**config.mk**
```make
export PLATFORM = sky130hd
export DESIGN_NAME = cell_link_packet_router
export DESIGN_NICKNAME = d
export VERILOG_FILES = /design/src/rtl/cell_link_pkg.sv /design/src/rtl/cell_link_fwft_fifo.sv /design/src/rtl/cell_link_packet_router.sv
export SDC_FILE = /design/constraint.sdc
export NUM_CORES = 2
export LEC_CHECK = 0
export CAP_MARGIN = 20
export CORE_ASPECT_RATIO = 1.2
export CORE_UTILIZATION = 55
export DETAILED_ROUTE_END_ITERATION = 7
export PLACE_DENSITY_LB_ADDON = 0.05
export SLEW_MARGIN = 40
export SYNTH_ARGS = -nofsm -noshare
export SYNTH_HDL_FRONTEND = slang
export SYNTH_HIERARCHICAL = 1
export SYNTH_SLANG_ARGS = --single-unit
```
**constraint.sdc**
```tcl
create_clock -name ACLK -period 9.77 [get_ports ACLK]
set_input_delay 1.4655 -clock ACLK [delete_from_list [all_inputs] [get_ports ACLK]]
set_output_delay 1.4655 -clock ACLK [all_outputs]
set_load 0.005 [all_outputs]
```
**src/rtl/cell_link_pkg.sv**
```systemverilog
`default_nettype none
// ============================================================================
// Module      : cell_link_pkg
// Description : Shared types and defaults for the cell-link packet router.
// Revision    : 1.0 - initial release
// ============================================================================
package cell_link_pkg;

   typedef enum logic [1:0] {
      ST_IDLE = 2'd0,
      ST_FWD  = 2'd1,
      ST_DROP = 2'd2
   } state_t;

   // bit 0 selects M00, bit 1 selects M01
   typedef logic [1:0] mask_t;

   localparam int C_DEST_BIT  = 24;
   localparam int C_BCAST_BIT = 25;

   typedef struct packed {
      logic        tlast;
      logic [31:0] tdata;
   } word_t;

   function automatic mask_t raw_mask(input logic bcast, input logic dest);
      mask_t m;
      if (bcast)
         m = 2'b11;
      else if (dest)
         m = 2'b10;
      else
         m = 2'b01;
      return m;
   endfunction

endpackage
`default_nettype wire

```
**src/rtl/cell_link_fwft_fifo.sv**
```systemverilog
`default_nettype none
// ============================================================================
// Module      : cell_link_fwft_fifo
// Description : First-word-fallthrough FIFO with count-based full/empty.
// Revision    : 1.0 - initial release
// ============================================================================
module cell_link_fwft_fifo #(
   parameter int DEPTH = 40,
   parameter int WIDTH = 33
) (
   input  logic                       clk,
   input  logic                       rst_n,
   input  logic                       i_wr_en,
   input  logic [WIDTH-1:0]           i_wr_data,
   input  logic                       i_rd_en,
   output logic [WIDTH-1:0]           o_rd_data,
   output logic                       o_full,
   output logic                       o_empty,
   output logic [$clog2(DEPTH+1)-1:0] o_count
);

   localparam int PTR_W = (DEPTH > 1) ? $clog2(DEPTH) : 1;
   localparam int CNT_W = $clog2(DEPTH + 1);
   localparam logic [PTR_W-1:0] C_PTR_LAST = PTR_W'(DEPTH - 1);
   localparam logic [CNT_W-1:0] C_CNT_FULL = CNT_W'(DEPTH);

   logic [WIDTH-1:0] r_mem [DEPTH];
   logic [PTR_W-1:0] r_wr_ptr;
   logic [PTR_W-1:0] r_rd_ptr;
   logic [CNT_W-1:0] r_count;
   logic             w_push;
   logic             w_pop;

   assign o_full  = (r_count == C_CNT_FULL);
   assign o_empty = (r_count == '0);
   assign o_count = r_count;
   assign w_push  = i_wr_en & ~o_full;
   assign w_pop   = i_rd_en & ~o_empty;

   always_ff @(posedge clk or negedge rst_n) begin
      if (!rst_n) begin
         r_wr_ptr <= '0;
         r_rd_ptr <= '0;
         r_count  <= '0;
      end else begin
         if (w_push)
            r_wr_ptr <= (r_wr_ptr == C_PTR_LAST) ? '0 : r_wr_ptr + PTR_W'(1);
         if (w_pop)
            r_rd_ptr <= (r_rd_ptr == C_PTR_LAST) ? '0 : r_rd_ptr + PTR_W'(1);
         case ({w_push, w_pop})
            2'b10:   r_count <= r_count + CNT_W'(1);
            2'b01:   r_count <= r_count - CNT_W'(1);
            default: r_count <= r_count;
         endcase
      end
   end

   always_ff @(posedge clk) begin
      if (w_push)
         r_mem[r_wr_ptr] <= i_wr_data;
   end

   // Data forced to zero while empty so the outputs read zero out of reset.
   assign o_rd_data = o_empty ? '0 : r_mem[r_rd_ptr];

endmodule
`default_nettype wire

```
**src/rtl/cell_link_packet_router.sv**
```systemverilog
`default_nettype none
// ============================================================================
// Module      : cell_link_packet_router
// Description : Routes TLAST-delimited packets to two FWFT output streams.
// Revision    : 1.0 - initial release
// ============================================================================
module cell_link_packet_router
   import cell_link_pkg::*;
#(
   parameter int FIFO_DEPTH = 40,
   parameter int DEST_BIT   = C_DEST_BIT,
   parameter int BCAST_BIT  = C_BCAST_BIT
) (
   input  logic        ACLK,
   input  logic        ARESETN,
   input  logic        S00_AXIS_TVALID,
   output logic        S00_AXIS_TREADY,
   input  logic [31:0] S00_AXIS_TDATA,
   input  logic        S00_AXIS_TLAST,
   output logic        M00_AXIS_TVALID,
   input  logic        M00_AXIS_TREADY,
   output logic [31:0] M00_AXIS_TDATA,
   output logic        M00_AXIS_TLAST,
   output logic        M01_AXIS_TVALID,
   input  logic        M01_AXIS_TREADY,
   output logic [31:0] M01_AXIS_TDATA,
   output logic        M01_AXIS_TLAST,
   input  logic        M00_ENABLE,
   input  logic        M01_ENABLE,
   output logic [15:0] DROP_COUNT
);

   localparam int CNT_W = $clog2(FIFO_DEPTH + 1);

   state_t      r_state;
   state_t      w_next_state;
   mask_t       r_mask;
   mask_t       w_hdr_mask;
   mask_t       w_act_mask;
   mask_t       w_wr;
   logic        w_space;
   logic        w_tready;
   logic        w_accept;
   logic        w_drop_hdr;
   logic        w_full0;
   logic        w_full1;
   logic        w_empty0;
   logic        w_empty1;
   logic [CNT_W-1:0] w_unused_count0;
   logic [CNT_W-1:0] w_unused_count1;
   logic [15:0] r_drop_count;
   word_t       w_in_word;
   word_t       w_out0;
   word_t       w_out1;

   assign w_hdr_mask = raw_mask(S00_AXIS_TDATA[BCAST_BIT], S00_AXIS_TDATA[DEST_BIT])
                     & {M01_ENABLE, M00_ENABLE};
   assign w_act_mask = (r_state == ST_IDLE) ? w_hdr_mask : r_mask;
   // A word only moves when every selected FIFO can take it, so broadcasts never split.
   assign w_space    = ~((w_act_mask[0] & w_full0) | (w_act_mask[1] & w_full1));

   assign S00_AXIS_TREADY = ARESETN & w_tready;
   assign w_accept        = S00_AXIS_TVALID & S00_AXIS_TREADY;

   always_ff @(posedge ACLK or negedge ARESETN) begin
      if (!ARESETN)
         r_state <= ST_IDLE;
      else
         r_state <= w_next_state;
   end

   always_comb begin
      w_next_state = r_state;
      if (w_accept) begin
         case (r_state)
            ST_IDLE: begin
               if (!S00_AXIS_TLAST)
                  w_next_state = (w_hdr_mask == '0) ? ST_DROP : ST_FWD;
            end
            ST_FWD, ST_DROP: begin
               if (S00_AXIS_TLAST)
                  w_next_state = ST_IDLE;
            end
            default: w_next_state = ST_IDLE;
         endcase
      end
   end

   always_comb begin
      w_tready   = 1'b0;
      w_wr       = '0;
      w_drop_hdr = 1'b0;
      case (r_state)
         ST_IDLE: begin
            w_tready = w_space;
            if (S00_AXIS_TVALID && w_space) begin
               w_wr       = w_hdr_mask;
               w_drop_hdr = (w_hdr_mask == '0);
            end
         end
         ST_FWD: begin
            w_tready = w_space;
            if (S00_AXIS_TVALID && w_space)
               w_wr = r_mask;
         end
         ST_DROP: w_tready = 1'b1;
         default: w_tready = 1'b0;
      endcase
   end

   always_ff @(posedge ACLK or negedge ARESETN) begin
      if (!ARESETN) begin
         r_mask       <= '0;
         r_drop_count <= '0;
      end else begin
         if (r_state == ST_IDLE && w_accept)
            r_mask <= w_hdr_mask;
         if (w_drop_hdr && w_accept && r_drop_count != 16'hFFFF)
            r_drop_count <= r_drop_count + 16'd1;
      end
   end

   assign DROP_COUNT = r_drop_count;
   assign w_in_word  = '{tlast: S00_AXIS_TLAST, tdata: S00_AXIS_TDATA};

   cell_link_fwft_fifo #(
      .DEPTH (FIFO_DEPTH),
      .WIDTH ($bits(word_t))
   ) u_fifo0 (
      .clk       (ACLK),
      .rst_n     (ARESETN),
      .i_wr_en   (w_wr[0] & ARESETN),
      .i_wr_data (w_in_word),
      .i_rd_en   (M00_AXIS_TREADY),
      .o_rd_data (w_out0),
      .o_full    (w_full0),
      .o_empty   (w_empty0),
      .o_count   (w_unused_count0)
   );

   cell_link_fwft_fifo #(
      .DEPTH (FIFO_DEPTH),
      .WIDTH ($bits(word_t))
   ) u_fifo1 (
      .clk       (ACLK),
      .rst_n     (ARESETN),
      .i_wr_en   (w_wr[1] & ARESETN),
      .i_wr_data (w_in_word),
      .i_rd_en   (M01_AXIS_TREADY),
      .o_rd_data (w_out1),
      .o_full    (w_full1),
      .o_empty   (w_empty1),
      .o_count   (w_unused_count1)
   );

   assign M00_AXIS_TVALID = ~w_empty0;
   assign M00_AXIS_TDATA  = w_out0.tdata;
   assign M00_AXIS_TLAST  = w_out0.tlast;
   assign M01_AXIS_TVALID = ~w_empty1;
   assign M01_AXIS_TDATA  = w_out1.tdata;
   assign M01_AXIS_TLAST  = w_out1.tlast;

endmodule
`default_nettype wire

```
==> impl_metrics.csv <==
group,metric,value,unit
outcome,status,"finished clean",
pwr,switching_share,29.7,%
placement,post-place-ws,3920,ps
timing,setup_viol_count_final,0,
floorplanning,design.core.area,188000,um2
floorplanning,rows,174,
worst_setup_path,r2r-start,"r_state[1]$_DFFE_PN0P_",
placement,numPortBuffers,124,
floorplanning,floorplan.die_area,191000,um2
timing,finClkSkew,55.6,ps
detailed_routing,drtIter0Drc,4746,
synthesis,syn_avg_cell_area,20.6,um2
final_layout,syn_to_final_growth,13.0,%
pwr,vdd_ir_drop_max,251,uV
timing,max-slew-margin-rel,38.6,%
synthesis,synth.yosys.seq_area_share,77.4,%
synthesis,syn-instance-count,5062,
pwr,power_density,268,nW/um2
detailed_routing,detailedRoute.firstPassIterationCount,6,
synthesis,synth_cell_types,65,
detailed_routing,via_count,51900,
cts,clkSlewWorstSetupHoldPaths,60,ps
pwr,combinational_power_share,26.8,%
synthesis,synth_nets,5115,
pwr,power.static_leakage,0.0379,uW
pwr,reg_power_share,41.6,%
grt,maximum_number_of_pins_on_one_net_before_global_route_repair,120,
worst_setup_path,critical_path.startpoint,"u_fifo0/r_rd_ptr[1]$_DFFE_PN0P_",
final_layout,fillerInstances,13000,
cts,cts-buffers-inserted,284,
grt,initial_antenna_violation_count,12,
min_path,hold_path.startpoint,"DROP_COUNT[8]$_DFFE_PN0P_",
synthesis,leading_register_cell_type_out_of_synthesis,"edfxtp_1",
timing,post-route-period-util,68.8,%
detailed_routing,route.detailed.wl_per_inst,33.3,um
cts,ctsLongestPathBuffers,4,
run,maxCapViolations,0,
detailed_routing,routed_wl,267000,um
detailed_routing,drtAntennaViolNets,0,
synthesis,synth_warnings,6,
timing,fmaxAchievable,149,MHz
synthesis,synth_edf_count,2640,
timing,final_hold_viol_count,0,
timing,finalWorstPathRequiredPeriod,6720,ps
floorplanning,die_x,400,um
cts,clock_insertion_delay_worst_skew,920,ps
worst_setup_path,cp_required,8300,ps
timing,final_critical_path_setup_slack,3050,ps
cts,clock_sinks,2696,
placement,gp_congestion,0.789,
worst_setup_path,cp-end-kind,"output pin",
cts,post-cts-setup-buffers,0,
pwr,clock_power_share,31.5,%
synthesis,synth-seq-cells,2696,
pwr,net-switching-power,9380,uW
worst_setup_path,crit_path_start_kind,"flop",
cts,number_of_h_tree_branching_levels,5,
min_path,hold_path_class,"flop to flop",
floorplanning,die_height,479,um
cts,tritoncts,"built",
synthesis,post_synthesis_instance_area,104000,um2
timing,worst_slew_pin_slew,916,ps
final_layout,finalNetCount,5411,
cts,cts_repair_resize_count,0,
final_layout,layout-drive-gt1-share,20.8,%
pwr,cellInternalPower,22200,uW
final_layout,final_util,62.7,%
worst_setup_path,critPathMaxFanout,45,
worst_setup_path,arrival,5250,ps
cts,holdBufCountCts,0,
timing,setup_total_negative_slack,0,ps
detailed_routing,drc,0,
synthesis,asyncSetResetFlopFracSynth,2.08,%
floorplanning,initial_utilization,55.5,%
detailed_routing,drt-vias-per-instance,6.47,
grt,first_global_vias,52200,
timing,final-max-slew-violation-count,0,
grt,global_route_usage_sum,28.0,%
grt,grt_overflow,0,
worst_setup_path,setup.worst_path.class,"flop to output pin",
timing,grt_setup_unrepaired,"no",
placement,dp_hpwl,146000,um
grt,wire_length_of_the_first_global_routing_pass,380000,um
floorplanning,ioPinCount,125,
cts,clockRootBuffer,"clkbuf_16",
## path summary, 6_finish.rpt
path / slack (ps) / cells after the start / end
min reg2reg: 520 / 1 / DROP_COUNT[8]$_DFFE_PN0P_
max in group asynchronous: 8490 / 2 / u_fifo0/r_rd_ptr[2]$_DFFE_PN0P_
max reg2reg: 5130 / 10 / u_fifo0/r_mem[27][14]$_DFFE_PP_
max: 3050 / 8 / M00_AXIS_TDATA[18]
min in group asynchronous: 700 / 2 / u_fifo0/r_wr_ptr[0]$_DFFE_PN0P_
min: 520 / 1 / DROP_COUNT[8]$_DFFE_PN0P_
## critical path, cell delays in order (launching register included)
cell and delay [ps]:
dfrtp_4 700, buf_12 270, buf_4 590, buf_4 710, mux4_2 410, a22o_1 250
or4_1 540, and3_1 290, clkdlybuf4s50_1 460
## through the flow
| step | instances | hold slack [ps] | instance area (um2) | total power, uW |
|---|---|---|---|---|
| after global placement | 7522 | 499 | 109000 | 21800 |
| after CTS | 7999 | 520 | 118000 | 31800 |
| after global routing | 8005 | 547 | 118000 | 32600 |
| final | 8018 | 520 | 118000 | 31600 |
| after floorplan | 5062 | 484 | 104000 | 18400 |
| after detailed placement | 7531 | 513 | 109000 | 21900 |
## logic make-up after synthesis
| logic type | after synthesis | synth area share, % |
|---|---|---|
| multiplexers | 989 | 14.5 |
| adder cells (fa/ha/maj) | 13 | 0.156 |
| flip-flops | 2696 | 77.4 |
| buffers and inverters | 306 | 1.50 |
| XOR/XNOR | 35 | 0.294 |
| AND/OR/NAND/NOR | 459 | 2.37 |
| AO/OA/AOI/OAI | 564 | 3.78 |
## placed cells by master, fill, tap and decap left out, types with 53 or more instances in the layout
cell	instances
clkinv_1	57
clkdlybuf4s50_1	90
o22ai_1	223
nor2_4	82
mux2i_1	517
edfxtp_1	2640
a211oi_1	88
nand2_1	94
mux4_2	412
a21oi_1	53
clkbuf_16	293
a22oi_1	66
clkbuf_1	69
buf_4	133
## Yosys cell counts (6+ instances only)
master | n | share of area, %
nor4_1 | 28 | 0.17
buf_2 | 86 | 0.41
or2_2 | 6 | 0.036
mux2_2 | 52 | 0.56
a221o_1 | 24 | 0.23
xnor2_1 | 9 | 0.076
nor2b_1 | 16 | 0.096
mux2i_1 | 517 | 5.0
nor2_1 | 125 | 0.45
edfxtp_1 | 2640 | 76
inv_1 | 12 | 0.043
a22oi_1 | 66 | 0.48
a21o_1 | 30 | 0.22
mux4_2 | 412 | 8.9
nand2_1 | 95 | 0.34
xor2_1 | 26 | 0.22
nand3b_1 | 12 | 0.086
nor3_1 | 14 | 0.067
and3_1 | 45 | 0.27
ha_1 | 13 | 0.16
a211oi_1 | 94 | 0.68
dfrtp_1 | 56 | 1.3
buf_6 | 18 | 0.19
nand2b_1 | 15 | 0.090
nand3_1 | 17 | 0.082
o22ai_1 | 223 | 1.3
o21ai_0 | 10 | 0.048
or4_1 | 43 | 0.31
or3_1 | 6 | 0.036
a21oi_1 | 53 | 0.25
a22o_1 | 42 | 0.35
buf_4 | 46 | 0.33
nand4_1 | 8 | 0.048
buf_1 | 22 | 0.079
clkbuf_1 | 120 | 0.43
## power by group through the flow
stage	Sequential (uW)	Combinational [uW]	Clock, uW
6_report	13100	8460	9950
5_1_grt	13200	8860	10600
4_1_cts	13200	8450	10100
3_5_place_dp	13400	8420	0
3_3_place_gp	13500	8310	0
2_1_floorplan	13200	5240	0
## registers in the layout, summed over array words and instances (netlist names), 6 cells and up
signal	flops
DROP_COUNT	16
u_fifo1/o_count	6
u_fifo0/o_count	6
u_fifo0/r_wr_ptr	6
u_fifo1/r_wr_ptr	6
u_fifo0/r_mem	1320
u_fifo1/r_rd_ptr	6
u_fifo1/r_mem	1320
u_fifo0/r_rd_ptr	6
## final cells by class
cell class | count | area (um2) | share of cell area, %
clock buffer | 363 | 7600 | 6.46
multi-input combinational | 2060 | 22800 | 19.3
tap | 2464 | 3080 | 2.62
antenna | 14 | 35.0 | 0.0297
sequential | 2696 | 80700 | 68.5
inverter | 14 | 52.6 | 0.0446
timing repair buffer | 302 | 2790 | 2.37
clock inverter | 105 | 763 | 0.648
## metal layers
layer | global-route usage, % | vias up | share of wire [%]
met5 | 0 | - | 0.0083
met4 | 8.73 | 4 | 3.1
met2 | 47.6 | 1995 | 51
met3 | 4.13 | 413 | 6.1
li1 | - | 21700 | -
met1 | 37.6 | 27800 | 39
(Power assumes the default switching activity.)
